`config.mk`:
```
export PLATFORM = sky130hd
export DESIGN_NAME = serial_adder
export DESIGN_NICKNAME = d
export VERILOG_FILES = /design/src/rtl/serial_adder.sv
export SDC_FILE = /design/constraint.sdc
export NUM_CORES = 1
export LEC_CHECK = 0
export CAP_MARGIN = 0
export CORE_MARGIN = 2
export CORE_UTILIZATION = 46
export DETAILED_ROUTE_END_ITERATION = 16
export PLACE_DENSITY_LB_ADDON = 0.05
export SYNTH_ARGS = -nofsm -noshare
export SYNTH_HDL_FRONTEND = slang
export SYNTH_SLANG_ARGS = --single-unit
```
`constraint.sdc`:
```
create_clock -name clk -period 1.51 [get_ports clk]
set_clock_uncertainty 0.05 [all_clocks]
set_input_delay 0.453 -clock clk [delete_from_list [all_inputs] [get_ports clk]]
set_output_delay 0.453 -clock clk [all_outputs]
set_load 0.05 [all_outputs]
```
`src/rtl/serial_adder.sv`:
```
`default_nettype none
// ============================================================================
// Module   : serial_adder
// Brief    : Bit-serial WIDTH-bit adder, one full-adder cell plus a registered
//            carry, LSB first, registered sum/cout with a one-cycle done pulse.
// Revision : 1.0  initial release
// ============================================================================

module serial_adder_fa (
    input  logic i_a,
    input  logic i_b,
    input  logic i_c,
    output logic o_s,
    output logic o_c
);
    assign o_s = i_a ^ i_b ^ i_c;
    assign o_c = (i_a & i_b) | (i_a & i_c) | (i_b & i_c);
endmodule

module serial_adder #(
    parameter int WIDTH = 8
) (
    input  logic             clk,
    input  logic             rst,
    input  logic             start,
    input  logic [WIDTH-1:0] a,
    input  logic [WIDTH-1:0] b,
    input  logic             cin,
    output logic             busy,
    output logic             done,
    output logic [WIDTH-1:0] sum,
    output logic             cout
);
    localparam int            c_cw   = $clog2(WIDTH);
    localparam logic [c_cw-1:0] c_last = c_cw'(WIDTH - 1);

    typedef enum logic [1:0] {
        S_IDLE = 2'd0,
        S_RUN  = 2'd1,
        S_DONE = 2'd2
    } state_t;

    state_t           r_state;
    logic [WIDTH-1:0] r_a_sh;
    logic [WIDTH-1:0] r_b_sh;
    logic [WIDTH-1:0] r_s_sh;
    logic             r_carry;
    logic [c_cw-1:0]  r_cnt;
    logic             r_busy;
    logic             r_done;
    logic [WIDTH-1:0] r_sum;
    logic             r_cout;

    logic             w_s;
    logic             w_co;
    logic [WIDTH-1:0] w_s_next;

    serial_adder_fa u_fa (
        .i_a (r_a_sh[0]),
        .i_b (r_b_sh[0]),
        .i_c (r_carry),
        .o_s (w_s),
        .o_c (w_co)
    );

    // New sum bit enters at the MSB; after WIDTH shifts bit 0 lands at bit 0.
    assign w_s_next = {w_s, r_s_sh[WIDTH-1:1]};

    always_ff @(posedge clk) begin
        if (rst) begin
            r_state <= S_IDLE;
            r_a_sh  <= '0;
            r_b_sh  <= '0;
            r_s_sh  <= '0;
            r_carry <= 1'b0;
            r_cnt   <= '0;
            r_busy  <= 1'b0;
            r_done  <= 1'b0;
            r_sum   <= '0;
            r_cout  <= 1'b0;
        end else begin
            r_done <= 1'b0;
            case (r_state)
                S_IDLE, S_DONE: begin
                    if (start) begin
                        r_a_sh  <= a;
                        r_b_sh  <= b;
                        r_s_sh  <= '0;
                        r_carry <= cin;
                        r_cnt   <= '0;
                        r_busy  <= 1'b1;
                        r_state <= S_RUN;
                    end else begin
                        r_state <= S_IDLE;
                    end
                end
                S_RUN: begin
                    r_a_sh  <= r_a_sh >> 1;
                    r_b_sh  <= r_b_sh >> 1;
                    r_s_sh  <= w_s_next;
                    r_carry <= w_co;
                    if (r_cnt == c_last) begin
                        r_sum   <= w_s_next;
                        r_cout  <= w_co;
                        r_busy  <= 1'b0;
                        r_done  <= 1'b1;
                        r_state <= S_DONE;
                    end else begin
                        r_cnt <= r_cnt + 1'b1;
                    end
                end
                default: begin
                    r_busy  <= 1'b0;
                    r_state <= S_IDLE;
                end
            endcase
        end
    end

    assign busy = r_busy;
    assign done = r_done;
    assign sum  = r_sum;
    assign cout = r_cout;
endmodule

`default_nettype wire
```
# Word level (Yosys, flattened, before mapping)
# Cells that the tools add are included.
# op_classes
add_sub_neg	1
eq_ne	6
mux	18
bitwise_logic	8
n_reduce_logical	8
# ops
cell	count
one-hot mux 8 bit (2 select lines)	3
two-way mux 8 bit	3
two-way mux 3 bit	2
inequality test 2 bit (second input constant)	3
one-hot mux 3 bit (2 select lines)	1
AND reduction 2 bit	3
two-way mux 1 bit	5
one-hot mux 1 bit (2 select lines)	2
one-hot mux 2 bit (2 select lines)	1
OR reduction 2 bit	2
adder 3 x 1 -> 3 bit (second input constant)	1
AND 1 bit	3
equality test 3 bit (second input constant)	1
AND reduction 3 bit	1
equality test 2 x 1 -> 1 bit (second input constant)	1
equality test 2 bit (second input constant)	1
logical NOT 2 bit	1
two-way mux 2 bit	1
bitwise OR 1 bit	2
nonzero test 2 bit	1
XOR 1 bit	2
NOT 1 bit	1
# totals
regBits	41
input_bits	20
out_inout_bits	11
wordCells	51

# Longest topological paths before layout
# Gate-level depths: netlist (run 1).
# depth
ltp_word	4
ltp_mapped	6
mapped_depth_nobuf	5

# Cells and area by module
# Synthesis (run 1) repeated with hierarchy kept, for this count alone.
# unflattened
cells_unflattened	196
hier_area_um2	1674.1
# by_module_without_submodules
mod	n_inst	cells_per_inst	area_per_inst_um2	seq_area_each_um2
serial_adder	1	195	1654.1	800.8
serial_adder_fa	1	1	20.0	0.0

# Worst setup path after synthesis (run 1)
# OpenSTA, ideal clock, no wires.
# synth_timing
kind	register to register
from	register r_cnt[0]
to	register r_cnt[1]
setup_ns	0.132
arrival_ns	1.234
required_ns	1.328
slack_ns	0.094
stages_incl_launch_ff	6
n_path_buf	0
period_less_slack_ns	1.416
cell_sequence	dfxtp_1 > ha_1 > ha_1 > or3b_1 > nand3_1 > a21oi_1
# synth_via
elab_chain_cells	3
word_cells_on_any_way	6
classes_between	add/sub: 1; eq/ne: 2; mux: 2; reduce/logical: 1
# synth_rtl
item	line_no	rtl
start, declared	48	logic [c_cw-1:0] r_cnt;
start signal, assigned	109	r_cnt <= r_cnt + 1'b1;
adder 3 x 1 -> 3 bit / equality test 3 bit (equally long branches)	109, 102	
two-way mux 3 bit / inequality test 2 bit (equally long branches)	-	
one-hot mux 3 bit (2 select lines) / AND reduction 3 bit (equally long branches)	-	
# Several ways; a longest one is shown, not always the timed one. The select of a mux whose other input is x is not followed.
# A chain may end at the register's enable or synchronous reset.

# Worst setup path in the final report (run 1)
# layout_timing
from	register r_cnt[0]
to	register r_cnt[2]
# The elaborated chain is that of the path after synthesis.

==> run metrics, run 1 <==
largest fanout on the critical path 5; DP Cell Count 264; num ports 31; slew at the pin closest to its max-slew limit 246 ps; FF-to-FF setup slack 60 ps; Pleak 0.815 nW; crit path to r_cnt[2]; mux contribution to synthesized area 0%; cell area after layout 2230 um2; Residual DRC 0; Antenna Nets Post-Route 0; HPWL after detailed placement 2.34 mm; total wire length 3.36 mm; # hold bufs at CTS 0; Startpoint Class register; Critical Path Stages 5; delay of the slowest critical-path stage 400 ps; Worst-Skew Late Latency 340 ps; Synth Area in Simple Gates 25.1%; fmax 692 MHz; arrival time at the worst endpoint 1640 ps; Final GP Congestion 0.738; register bit total from synthesis 40; vias in the first global route 1347; Reg-to-Reg End r_cnt[2]; final cell count without fillers 273; Compound-Gate Fraction of Synth Area 17.8%; # nets final 249; CTS Buf Count 5; Sink Count 40; GRT overflow 0; max-slew violations 0; synthesized instance count 196; worst-path cell chain ha_1, ha_2, or3b_4, nand3_1, a21oi_1; post-synth cell types 20; WL/cell 12.3 um; ant diodes 0; initial core utilization 48.9%; Die Y 64.0 um; DIE AREA 4100 um2; global-route wire length before repair 5.66 mm; clk slew on worst S/H paths 110 ps; Core ar. 3390 um2; Reg2Reg Depth 5; Seq/Total Area, Yosys 48.3%; Pre-antenna DRT Iters 4; area grow syn2layout 34.7%; Hold Path Class reg2reg; total track usage 17.8%; Post-Syn Area 1660 um2; Tmin final 1450 ps; Site Rows 21; Rel. slew slack 83.6%; CP required 1710 ps; total number of yosys warnings 0; Hold Fails Final Rpt 0; Vias 1470; VDD IR-drop max 0.525 mV; Power Dens Cells 958 nW/um2; Avg Cell Area, Syn 8.45 um2; Vias/cell 5.38; Iter 0 DRT Violations 82; Synth Area in XOR/XNOR 0%; critical path launch point r_cnt[0]; Max stage delay cell, worst path or3b_4; WP buf/inv 0; CTS root buf clkbuf_4; CP endpoint kind register; Post-DP Area 2130 um2; H-tree depth 2; status finished clean; largest net degree at the start of global routing 40; largest family of logic cells by synthesized area simple AND/OR/NAND/NOR gates; fin crit share 95.7%; Final setup violation count 0; CTS tree built; share of cells above drive strength 1 17.6%; hold slack 433 ps; initial antenna violation count 0; Crit Path Class reg2reg; width of the die 64.0 um; maxcap violations 0; kind of cell adding the most delay to the critical path simple AND/OR/NAND/NOR gates; reg-to-reg startpoint r_cnt[0]; syn nets 219; Adder-Cell Fraction of Synth Area 2.72%; clk buf depth 2; port bufs 30
## worst min path at each step
stage,to,cells past startpoint,start
after floorplan,sum[0],2,r_s_sh[1]
after global placement,r_s_sh[6],2,r_s_sh[7]
after detailed placement,r_a_sh[7],2,r_a_sh[7]
after CTS,r_a_sh[7],2,r_a_sh[7]
after global routing,r_s_sh[4],2,r_s_sh[5]
final,r_a_sh[7],2,r_a_sh[7]
## synthesized netlist by cell type
cell	instances	area (um2)
nor2b_1	2	12.5
a21oi_1	23	115
a311oi_2	7	105
buf_2	5	25.0
buf_6	2	22.5
nor3b_1	1	7.51
nand2_1	50	188
buf_4	4	30.0
o21ai_0	1	5.00
nand2b_1	3	18.8
dfxtp_1	40	801
nand3b_1	1	7.51
nand3_1	21	105
or3b_1	1	8.76
ha_1	2	25.0
a311oi_1	8	70.1
clkbuf_1	4	15.0
buf_1	2	7.51
nor2_1	18	67.6
fa_1	1	20.0
## layout make-up
type	instances	area, um2
multi-input cells	139	768
clock inverters	2	35.0
well taps	46	57.6
flip-flops and latches	40	802
clock buffers	6	41.3
repair buffers	40	527
fillers	277	1160
## repair_timing
action	CTS	global route
setup endpoints to repair	3	23
resized for setup	2	4
endpoints found under the hold margin	0	0
setup buffers	0	1
## layout by cell type, fill, tap and decap left out, drive strengths merged
master and n:
nand3b 1, o21ai 1, nand3 21, a21oi 23
or3b 1, nand2b 3, nor2b 2, clkinv 1
ha 2, clkbuf 6, buf 21, bufinv 1
nor3b 1, fa 1, nand2 50, nor2 18
clkdlybuf4s50 19, dfxtp 40, a311oi 15
## flip-flops by register name, summed over array words and instances, names as in the netlist
signal / cells
r_a_sh: 8
r_b_sh: 8
sum: 8
r_s_sh: 7
r_cnt: 3
r_state: 2
busy: 1
cout: 1
done: 1
r_carry: 1
## per-layer routing
layer | GRT usage [%] | part of all wire, % | vias up
met5 | 0 | 0 | -
met4 | 7.34 | 1.1 | 0
met3 | 6.69 | 6.9 | 4
met2 | 30.3 | 48 | 39
met1 | 19.9 | 44 | 693
li1 | - | - | 734
## logic make-up (layout without fill, tap and decap cells)
| kind of cell | after synthesis | count (layout) |
|---|---|---|
| compound gates | 39 | 39 |
| fa+ha+maj | 3 | 3 |
| buf+inv | 17 | 48 |
| flops | 40 | 40 |
| simple gates | 97 | 97 |
## worst register-to-register path, stage by stage, from the launching register on
cell and delay (ps):
dfxtp_2 340, ha_1 190, ha_2 200, or3b_4 400, nand3_1 100, a21oi_1 60
## per-stage QoR
step	util (%)	power, W	setup TNS, ps	setup slack, ps
floorplan	-	0.00136	0	93.8
global placement	62.8	0.00146	-4280	-267
detailed placement	62.8	0.00147	-5490	-344
CTS	65.2	0.00216	0	25.3
global route	65.8	0.00225	-2.04	-2.04
finish	65.8	0.00214	0	64.4
## power breakdown
part | switching [W] | internal (W)
combinational | 0.000157 | 0.000153
sequential | 0.0000345 | 0.00111
clock | 0.000337 | 0.000347
total | 0.000529 | 0.00161
Power figures use the tool's default switching activity.
==> run 2: changes to the inputs <==
--- a/config.mk
+++ b/config.mk
@@ -10,6 +10,7 @@
 export CORE_UTILIZATION = 46
 export DETAILED_ROUTE_END_ITERATION = 16
 export PLACE_DENSITY_LB_ADDON = 0.05
+export SLEW_MARGIN = 20
 export SYNTH_ARGS = -nofsm -noshare
 export SYNTH_HDL_FRONTEND = slang
 export SYNTH_SLANG_ARGS = --single-unit
==> results of run 2 <==
Final layout, timing and power as in run 1 (identical DEF).
==> run 3: changes to the inputs <==
==> constraint.sdc (replaced) <==
create_clock -name clk -period 1.24 [get_ports clk]
set_clock_uncertainty 0.05 [all_clocks]
set_input_delay 0.372 -clock clk [delete_from_list [all_inputs] [get_ports clk]]
set_output_delay 0.372 -clock clk [all_outputs]
set_load 0.05 [all_outputs]
==> run metrics, run 3 (synthesized netlist as in run 1, its figures left out) <==
Crit Path Class reg2reg; Rel. slew slack 84.5% (+0.89 points); VDD IR-drop max 0.607 mV (+15%); FF/Latch Area 822 um2 (+2.5%); Startpoint Class register; Power Dens Cells 1030 nW/um2 (+7.6%); Final setup violation count 38 (+38); ant diodes 0 (unchanged); share of cells above drive strength 1 30.0% (+12 points); Pleak 0.863 nW (+5.9%); sw power 0.000660 W (+25%); WHS Path Cells 2 (unchanged); global-route wire length before repair 5.85 mm (+3.3%); Final GP Congestion 0.724 (-1.9%); CP required 1430 ps (-280 ps); Iter 0 DRT Violations 51 (-38%); Tmin final 1370 ps (-78.9 ps); clk slew on worst S/H paths 110 ps (about the same); Pre-antenna DRT Iters 4 (unchanged); cell area after layout 2370 um2 (+6.2%); sw frac 27.0% (+2.3 points); Hold Fails Final Rpt 0 (unchanged); unrepaired setup endpoints after global routing yes; Post-DP Area 2230 um2 (+4.7%); FF-to-FF setup slack -130 ps (-190 ps); WL/cell 12.8 um (+3.7%); GRT overflow 0 (unchanged); final worst-path setup slack -127 ps (-191 ps); total wire length 3.56 mm (+6.0%); Fillers 263 (-5.1%); CTS tree built; # nets final 256 (+2.8%); # hold bufs at CTS 0 (unchanged); CTS Buf Count 5 (unchanged); Die Y 64.0 um (unchanged); Hold Path Class reg2reg; arrival time at the worst endpoint 1550 ps (-90 ps); largest net degree at the start of global routing 41 (+2.5%); internal power 0.00178 W (+11%); Antenna Nets Post-Route 0 (unchanged); DIE AREA 4100 um2 (unchanged); vias in the first global route 1375 (+2.1%); initial core utilization 48.9% (unchanged); Reg power frac 57.3% (+3.8 points); DP Cell Count 268 (+1.5%); highest-count cells in the layout ignoring fill and taps nand2_1 (49), dfxtp_1 (23), a21oi_1 (21); logic gate share of total power 17.6% (+3.1 points); largest fanout on the critical path 4 (-1); clk buf depth 2 (unchanged); Reg2Reg Depth 5 (unchanged); total track usage 18.3% (+0.43 points); Hold Path Sink r_b_sh[7]; num ports 31 (unchanged); status finished, violations left; Reg-to-Reg End r_cnt[0]; HPWL after detailed placement 2.31 mm (-1.1%); final cell count without fillers 279 (+2.2%); pre-CTS setup slack -498 ps (-155 ps); CTS root buf clkbuf_4; max-slew violations 0 (unchanged); Clock Power Share 25.1% (-6.9 points); Site Rows 21 (unchanged); H-tree depth 2 (unchanged); width of the die 64.0 um (unchanged); area grow syn2layout 43.0%; maxcap violations 0 (unchanged); area of the multi-input gates 825 um2 (+7.3%); Worst-Skew Late Latency 340 ps (about the same); port bufs 30 (unchanged); leading cell type in the layout, fill and taps excluded nand2_1; Residual DRC 0 (unchanged); Core ar. 3390 um2 (unchanged); reg-to-reg startpoint r_cnt[1]; Vias/cell 5.36 (-0.49%); fin crit share 110% (+14 points); HP Start r_b_sh[7]; Sink Count 40 (unchanged); initial antenna violation count 0 (unchanged); failing checks negative setup slack; fmax 732 MHz (+5.8%); slew at the pin closest to its max-slew limit 232 ps (-14.6 ps); Vias 1495 (+1.7%); CP endpoint kind register
-- run 3: worst max-delay path by stage --
stage / startpoint / endpoint / slack [ps] / depth (start not counted)
5_1_grt: r_cnt[1] / r_state[0] / -170 / 4
3_3_place_gp: start / r_b_sh[5] / -460 / 5
6_report: r_cnt[1] / r_cnt[0] / -130 / 5
2_1_floorplan: r_cnt[1] / r_cnt[1] / -100 / 5
4_1_cts: r_cnt[1] / r_cnt[0] / -130 / 5
3_5_place_dp: start / r_b_sh[4] / -500 / 5
-- run 3: worst max-delay path, cell delays in order, from the launching register on --
cell and delay [ps]:
dfxtp_2 350, ha_4 160, ha_4 160, or3b_4 410
nand3_2 80, a21oi_1 50
-- run 3: metrics by stage --
step | util, % | power (W) | TNS, ps | hold slack, ps
global placement | 65.8 | 0.00181 | -10430 | 403
CTS | 68.1 | 0.00242 | -1860 | 423
finish | 69.9 | 0.00244 | -1380 | 426
global route | 69.9 | 0.00258 | -3630 | 433
floorplan | - | 0.00166 | -358 | 394
detailed placement | 65.8 | 0.00182 | -11240 | 410
-- run 3: layout make-up --
cell class | count | share of cell area (%)
multi-input cells | 139 | 34.8
flip-flops and latches | 40 | 34.7
repair buffers | 47 | 26.1
well taps | 46 | 2.43
clock buffers | 6 | 1.74
clock inverters | 1 | 0.211
-- run 3: power groups by stage --
| stage | Sequential [W] | Clock (W) | Combinational, W |
|---|---|---|---|
| floorplan | 0.00142 | 0 | 0.000244 |
| CTS | 0.00139 | 0.000626 | 0.000399 |
| global route | 0.00141 | 0.000699 | 0.000471 |
| finish | 0.00140 | 0.000613 | 0.000430 |
| detailed placement | 0.00142 | 0 | 0.000397 |
| global placement | 0.00142 | 0 | 0.000386 |
-- run 3: timing repair --
action / 4_1_cts / 5_1_grt
cloned: 0 / 1
setup buffers: 2 / 1
pin swaps: 1 / 1
setup endpoints to repair: 37 / 48
resized for setup: 12 / 10
-- run 3: metal layers --
| metal | vias to the layer above | track usage [%] | wire [um] |
|---|---|---|---|
| met3 | 7 | 5.81 | 158 |
| li1 | 745 | - | - |
| met1 | 703 | 20.9 | 1540 |
| met4 | 0 | 5.71 | 46 |
| met5 | - | 0 | 0 |
| met2 | 40 | 32.2 | 1810 |
